===== src/rtl/isa_fetch_ctrl.sv =====
// ISA fetch controller: splits a program into bounded DRAM read bursts and streams the words to the CCU decoder.
// Latency: Start to first read request 2 cycles; return word to decoder valid 1 cycle (FWFT FIFO).
// Backpressure: a burst is requested only when the word FIFO can hold every outstanding word; the decoder stalls the FIFO.

module isa_fetch_fifo #(
    parameter int WIDTH = 128,
    parameter int DEPTH = 32
) (
    input  logic                   clk,
    input  logic                   rst,
    input  logic                   push,
    input  logic [WIDTH-1:0]       push_dat,
    input  logic                   pop,
    output logic [WIDTH-1:0]       head,
    output logic                   empty,
    output logic [$clog2(DEPTH):0] count
);
    localparam int AW = $clog2(DEPTH);

    logic [WIDTH-1:0] mem [DEPTH];
    logic [AW-1:0]    wr_ptr;
    logic [AW-1:0]    rd_ptr;
    logic             push_ok;
    logic             pop_ok;

    assign empty   = (count == '0);
    assign push_ok = push && (count != (AW+1)'(DEPTH));
    assign pop_ok  = pop && !empty;
    assign head    = mem[rd_ptr];

    // Storage array; contents are only observed while count says they are valid, so no reset.
    always_ff @(posedge clk) begin
        if (push_ok) begin
            mem[wr_ptr] <= push_dat;
        end
    end

    // Pointers and occupancy; simultaneous push and pop keep the count unchanged.
    always_ff @(posedge clk or posedge rst) begin
        if (rst) begin
            wr_ptr <= '0;
            rd_ptr <= '0;
            count  <= '0;
        end else begin
            if (push_ok) begin
                wr_ptr <= wr_ptr + AW'(1);
            end
            if (pop_ok) begin
                rd_ptr <= rd_ptr + AW'(1);
            end
            case ({push_ok, pop_ok})
                2'b10:   count <= count + (AW+1)'(1);
                2'b01:   count <= count - (AW+1)'(1);
                default: count <= count;
            endcase
        end
    end
endmodule

module isa_fetch_ctrl #(
    parameter int PORT_WIDTH      = 128,
    parameter int DRAM_ADDR_WIDTH = 32,
    parameter int NUMWORD_WIDTH   = 16,
    parameter int MAX_BURST       = 16,
    parameter int FIFO_DEPTH      = 32
) (
    input  logic                          clk,
    input  logic                          rst,
    input  logic                          TOPISA_Start,
    input  logic [DRAM_ADDR_WIDTH-1:0]    TOPISA_BaseAddr,
    input  logic [NUMWORD_WIDTH-1:0]      TOPISA_NumWord,
    output logic                          ISAFCH_Busy,
    output logic                          ISAFCH_Done,
    output logic                          ISAFCH_ErrOvf,
    output logic                          ISAITF_RdReqVld,
    input  logic                          ITFISA_RdReqRdy,
    output logic [DRAM_ADDR_WIDTH-1:0]    ISAITF_RdReqAddr,
    output logic [$clog2(MAX_BURST):0]    ISAITF_RdReqLen,
    input  logic [PORT_WIDTH-1:0]         ITFISA_RdDat,
    input  logic                          ITFISA_RdDatVld,
    output logic [PORT_WIDTH-1:0]         ITFCCU_ISARdDat,
    output logic                          ITFCCU_ISARdDatVld,
    output logic                          ITFCCU_ISARdDatLast,
    input  logic                          CCUITF_ISARdDatRdy
);
    localparam int LEN_W = $clog2(MAX_BURST) + 1;
    localparam int CNT_W = $clog2(FIFO_DEPTH) + 1;
    localparam int BYTES = PORT_WIDTH / 8;

    typedef enum logic [1:0] {
        IDLE  = 2'd0,
        REQ   = 2'd1,
        DRAIN = 2'd2,
        DONE  = 2'd3
    } state_t;

    state_t                       state;
    state_t                       state_nxt;

    logic [DRAM_ADDR_WIDTH-1:0]   addr;
    logic [NUMWORD_WIDTH-1:0]     req_remain;
    logic [NUMWORD_WIDTH-1:0]     out_remain;
    logic [CNT_W-1:0]             outstanding;
    logic                         req_vld;
    logic                         err_ovf;

    logic [LEN_W-1:0]             cur_len;
    logic [CNT_W-1:0]             free;
    logic                         start_acc;
    logic                         req_fire;
    logic                         ret_ok;
    logic                         ret_bad;
    logic                         out_vld;
    logic                         out_pop;

    logic [PORT_WIDTH-1:0]        fifo_head;
    logic                         fifo_empty;
    logic [CNT_W-1:0]             fifo_count;

    // Word FIFO between the DRAM return channel and the decoder.
    isa_fetch_fifo #(
        .WIDTH (PORT_WIDTH),
        .DEPTH (FIFO_DEPTH)
    ) u_fifo (
        .clk      (clk),
        .rst      (rst),
        .push     (ret_ok),
        .push_dat (ITFISA_RdDat),
        .pop      (out_pop),
        .head     (fifo_head),
        .empty    (fifo_empty),
        .count    (fifo_count)
    );

    assign start_acc = (state == IDLE) && TOPISA_Start;
    assign req_fire  = req_vld && ITFISA_RdReqRdy;
    // A return word is only legal while words are owed to us by an active program.
    assign ret_ok    = ITFISA_RdDatVld && (outstanding != '0) &&
                       ((state == REQ) || (state == DRAIN));
    assign ret_bad   = ITFISA_RdDatVld && !ret_ok;
    assign out_vld   = !fifo_empty;
    assign out_pop   = out_vld && CCUITF_ISARdDatRdy;

    // Credit left in the FIFO once every already-requested word has landed.
    assign free = CNT_W'(FIFO_DEPTH) - fifo_count - outstanding;

    // Burst length for the next request: the remainder, capped at MAX_BURST.
    always_comb begin
        cur_len = LEN_W'(MAX_BURST);
        if (req_remain < NUMWORD_WIDTH'(MAX_BURST)) begin
            cur_len = req_remain[LEN_W-1:0];
        end
    end

    // State register.
    always_ff @(posedge clk or posedge rst) begin
        if (rst) begin
            state <= IDLE;
        end else begin
            state <= state_nxt;
        end
    end

    // Next-state logic and status outputs decoded from the state.
    always_comb begin
        state_nxt   = state;
        ISAFCH_Busy = 1'b0;
        ISAFCH_Done = 1'b0;
        case (state)
            IDLE: begin
                if (TOPISA_Start) begin
                    state_nxt = (TOPISA_NumWord != '0) ? REQ : DONE;
                end
            end
            REQ: begin
                ISAFCH_Busy = 1'b1;
                if (req_fire && (req_remain == NUMWORD_WIDTH'(cur_len))) begin
                    state_nxt = DRAIN;
                end
            end
            DRAIN: begin
                ISAFCH_Busy = 1'b1;
                if ((outstanding == '0) && fifo_empty && (out_remain == '0)) begin
                    state_nxt = DONE;
                end
            end
            DONE: begin
                ISAFCH_Done = 1'b1;
                state_nxt   = IDLE;
            end
            default: begin
                state_nxt = IDLE;
            end
        endcase
    end

    // Request address and remaining request count; advance on every accepted burst.
    always_ff @(posedge clk or posedge rst) begin
        if (rst) begin
            addr       <= '0;
            req_remain <= '0;
        end else if (start_acc) begin
            addr       <= TOPISA_BaseAddr;
            req_remain <= TOPISA_NumWord;
        end else if (req_fire) begin
            addr       <= addr + DRAM_ADDR_WIDTH'(cur_len) * DRAM_ADDR_WIDTH'(BYTES);
            req_remain <= req_remain - NUMWORD_WIDTH'(cur_len);
        end
    end

    // Request valid: raised only with enough credit, held until the handshake.
    always_ff @(posedge clk or posedge rst) begin
        if (rst) begin
            req_vld <= 1'b0;
        end else if (req_fire) begin
            req_vld <= 1'b0;
        end else if ((state == REQ) && !req_vld && (req_remain != '0) &&
                     (free >= CNT_W'(cur_len))) begin
            req_vld <= 1'b1;
        end
    end

    // Words requested but not yet returned.
    always_ff @(posedge clk or posedge rst) begin
        if (rst) begin
            outstanding <= '0;
        end else begin
            case ({req_fire, ret_ok})
                2'b10:   outstanding <= outstanding + CNT_W'(cur_len);
                2'b01:   outstanding <= outstanding - CNT_W'(1);
                2'b11:   outstanding <= outstanding + CNT_W'(cur_len) - CNT_W'(1);
                default: outstanding <= outstanding;
            endcase
        end
    end

    // Words still to be handed to the decoder; drives the Last marker.
    always_ff @(posedge clk or posedge rst) begin
        if (rst) begin
            out_remain <= '0;
        end else if (start_acc) begin
            out_remain <= TOPISA_NumWord;
        end else if (out_pop) begin
            out_remain <= out_remain - NUMWORD_WIDTH'(1);
        end
    end

    // Sticky overflow flag; an unexpected word wins over a same-cycle Start clear.
    always_ff @(posedge clk or posedge rst) begin
        if (rst) begin
            err_ovf <= 1'b0;
        end else if (ret_bad) begin
            err_ovf <= 1'b1;
        end else if (start_acc) begin
            err_ovf <= 1'b0;
        end
    end

    assign ISAFCH_ErrOvf       = err_ovf;
    assign ISAITF_RdReqVld     = req_vld;
    assign ISAITF_RdReqAddr    = addr;
    assign ISAITF_RdReqLen     = cur_len;
    assign ITFCCU_ISARdDatVld  = out_vld;
    // Data is forced to zero while no word is valid so idle outputs read as zero.
    assign ITFCCU_ISARdDat     = out_vld ? fifo_head : '0;
    assign ITFCCU_ISARdDatLast = out_vld && (out_remain == NUMWORD_WIDTH'(1));
endmodule


===== config.mk =====
export PLATFORM = sky130hd
export DESIGN_NAME = isa_fetch_ctrl
export DESIGN_NICKNAME = d
export VERILOG_FILES = /design/src/rtl/isa_fetch_ctrl.sv
export SDC_FILE = /design/constraint.sdc
export NUM_CORES = 2
export LEC_CHECK = 0
export ABC_AREA = 1
export ABC_CLOCK_PERIOD_IN_PS = 29100
export CAP_MARGIN = 0
export CORE_MARGIN = 2
export CORE_UTILIZATION = 55
export CTS_CLUSTER_SIZE = 12
export DETAILED_ROUTE_END_ITERATION = 8
export MAX_ROUTING_LAYER = met4
export PLACE_DENSITY_LB_ADDON = 0.25
export SYNTH_ARGS = -nofsm -noshare
export SYNTH_HDL_FRONTEND = slang
export SYNTH_SLANG_ARGS = --single-unit
export TNS_END_PERCENT = 20

===== constraint.sdc =====
create_clock -name clk -period 29.1 [get_ports clk]
set_input_delay 4.365 -clock clk [delete_from_list [all_inputs] [get_ports clk]]
set_output_delay 4.365 -clock clk [all_outputs]
set_load 0.01 [all_outputs]

==> impl_metrics.py <==
metrics = {
    "outcome": {
        "status": "finished clean",
    },
    "min_path": {
        "hold_class": "reg -> reg",
    },
    "setup_path": {
        "path_max_fanout": 242,
        "cp-start-kind": "register",
        "arrival_ns": 8.44,
        "worstPathRequired_ns": 24.73,
        "worst-setup-path-type": "reg -> out",
        "endpoint_kind": "output pin",
    },
    "job": {
        "cap_violations": 0,
    },
    "finish": {
        "drive_gt1_share_pct": 5.76,
        "multi_input_area_um2": 35600,
        "fill_cells": 22000,
        "layout_common_cells": "4096 x edfxtp_1, 2334 x nor2_1, 2109 x o21ai_0, 677 x nand2_1, 660 x o22ai_1",
        "seq_area_um2": 125000,
        "nNetsFinal": 12700,
        "final_common_cell": "edfxtp_1",
        "utilization_pct": 61.5,
        "syn2layout_area_growth_pct": 11.5,
    },
    "detailed_routing": {
        "wl_per_cell_um": 28.8,
        "drc": 0,
        "first_pass_iters": 6,
        "viasPerCell": 6.55,
        "wl_um": 481000,
        "ant_nets": 0,
        "drt_iter0_drc": 16900,
        "num_vias": 110000,
    },
    "floorplan": {
        "core-area_um2": 299000,
        "initial_core_util_pct": 55.1,
        "die_area_um2": 304000,
        "num_io_pins": 353,
        "rows": 201,
        "die_h_um": 552,
        "die_x_um": 552,
    },
    "placement": {
        "place_congestion": 0.839,
        "dp_slack_ns": 17.59,
        "portBuffers": 352,
        "dp_hpwl_um": 225000,
    },
    "clock_tree": {
        "path_clk_slew_ns": 0.06,
        "clock_sinks": 4186,
        "cts.path.max_buffers": 4,
        "post_cts_buffers": 0,
        "htree_num_levels": 5,
        "holdBufCountCts": 0,
        "clock_latency_ns": 0.98,
        "cts_resized": 0,
        "cts_made_buffers": 423,
        "cts_tree": "built",
        "clockRootBuffer": "clkbuf_16",
    },
    "logic_synthesis": {
        "netlist_instances": 12400,
        "syn_avg_cell_area_um2": 13.3,
        "synth_area_um2": 165000,
        "ys_seq_area_share_pct": 75.9,
        "synth_seq_cells": 4186,
        "yosysWarnings": 0,
        "synth_edf_count": 4096,
        "synth_cell_types": 53,
        "ys.flop_type": "edfxtp_1",
        "ys_async_sr_fraction_pct": 2.15,
        "synth_nets": 12600,
    },
    "sta": {
        "rsz0062_at_grt": "no",
        "slew_headroom_pct": 6.11,
        "tightest_slew_ns": 1.41,
        "hold_viol": 0,
        "skew_ns": 0.0411,
        "fmax_mhz": 78.1,
        "post-route-worst-setup-slack_ns": 16.30,
        "finalSetupViolCount": 0,
        "post-route-period-util_pct": 44.0,
        "tns_ns": 0,
        "slew_violations": 0,
        "period_needed_ns": 12.80,
    },
    "power_and_ir_drop": {
        "ir_worst_vdd_mv": 0.100,
        "p_total_mw": 18.4,
        "p_leak_nw": 58.3,
        "p_per_area_nw_per_um2": 100,
    },
    "global_routing": {
        "antenna_found_initial": 54,
        "grt_pass1_vias": 104000,
        "grt_pass1_wl_um": 694000,
        "gr-usage-all-layers_pct": 31.9,
        "grt_max_degree": 281,
        "grt_overflow": 0,
    },
}
[state kept, by name, summed over array words and instances (netlist names), 2 cells and up]
register and count:
out_remain 16, outstanding 6, u_fifo.mem 4096, req_remain 16
u_fifo.wr_ptr 5, u_fifo.count 6, u_fifo.rd_ptr 5, ISAITF_RdReqAddr 32
state 2
[where the power goes]
part / switching [mW] / leakage (nW) / internal [mW]
sequential: 0.149 / 37.9 / 6.90
combinational: 4.46 / 14.4 / 1.94
clock: 2.21 / 6.01 / 2.79
[routing by layer]
metal  GRT usage (%)  vias up  part of all wire, %
li1                -    46600                    -
met1            43.4    54700                   38
met2            49.3     7324                   47
met3            5.37      936                   12
met4            10.6        0                  2.9
met5               -        -                    0
[layout make-up]
type | instances | share of cell area [%]
repair buffers | 527 | 2.81
flip-flops and latches | 4186 | 68.1
diodes | 42 | 0.0571
inverters | 130 | 0.296
multi-input cells | 7169 | 19.3
clock buffers | 570 | 6.14
clock inverters | 137 | 0.587
well taps | 3958 | 2.69
[per-stage QoR]
| step | area, um^2 | instances | hold slack [ns] |
|---|---|---|---|
| final | 184000 | 16700 | 0.487 |
| after global routing | 184000 | 16700 | 0.510 |
| after CTS | 184000 | 16700 | 0.491 |
| after detailed placement | 172000 | 16000 | 0.477 |
| after global placement | 172000 | 16000 | 0.459 |
| after floorplan | 165000 | 12400 | 0.442 |
[synth_stat cells, types with 18 or more instances]
cell type  number  share of area (%)
edfxtp_1     4096                 75
nor2_1       2365                5.4
o21ai_0      2109                6.4
nand2_1       678                1.5
o22ai_1       660                2.5
clkbuf_1      540                1.2
o221ai_1      267                1.4
buf_2         244               0.74
nand3_1       241               0.73
o211ai_1      160               0.73
o21ai_1       142               0.43
a31oi_1       123               0.47
a21oi_1       122               0.37
inv_1         122               0.28
dfrtp_1        90                1.4
buf_4          55               0.25
nor3_1         54               0.16
nand4_1        52               0.20
ha_1           43               0.33
xor2_1         35               0.19
and3_1         22              0.083
buf_1          21              0.048
o21a_1         21              0.096
buf_6          19               0.13
o211a_1        18               0.11
[critical path, cell delays in order, from the launching register on]
cell and delay [ns]:
dfrtp_4 0.91, buf_12 0.82, buf_4 0.97, buf_4 0.97, buf_4 0.89, buf_4 0.74
o21ai_0 0.22, o22ai_1 0.24, nor2_1 0.06, o211ai_1 0.28, o21a_1 0.32, clkdlybuf4s50_1 0.60
[cell families after synthesis]
| kind of cell | after synthesis | synth area share [%] |
|---|---|---|
| AO/OA/AOI/OAI | 3640 | 12.6 |
| XOR/XNOR | 45 | 0.239 |
| adder cells (fa/ha/maj) | 47 | 0.374 |
| buffers and inverters | 1009 | 2.69 |
| flip-flops | 4186 | 75.9 |
| multiplexers | 1 | 0.00606 |
| other | 1 | 0.00227 |
| AND/OR/NAND/NOR | 3435 | 8.20 |
[path summary, 6_finish.rpt]
check | startpoint | end | slack [ns] | cells past startpoint
min reg2reg | u_fifo.count[5] | u_fifo.count[5] | 0.49 | 2
max reg2reg | state[1] | u_fifo.mem[2][33] | 22.83 | 10
min | u_fifo.count[5] | u_fifo.count[5] | 0.49 | 2
max in group asynchronous | rst | u_fifo.rd_ptr[0] | 23.90 | 3
min in group asynchronous | rst | ISAITF_RdReqAddr[4] | 3.84 | 2
max | u_fifo.rd_ptr[0] | ITFCCU_ISARdDat[4] | 16.30 | 11
No activity file was read; power rests on OpenSTA's default activity.
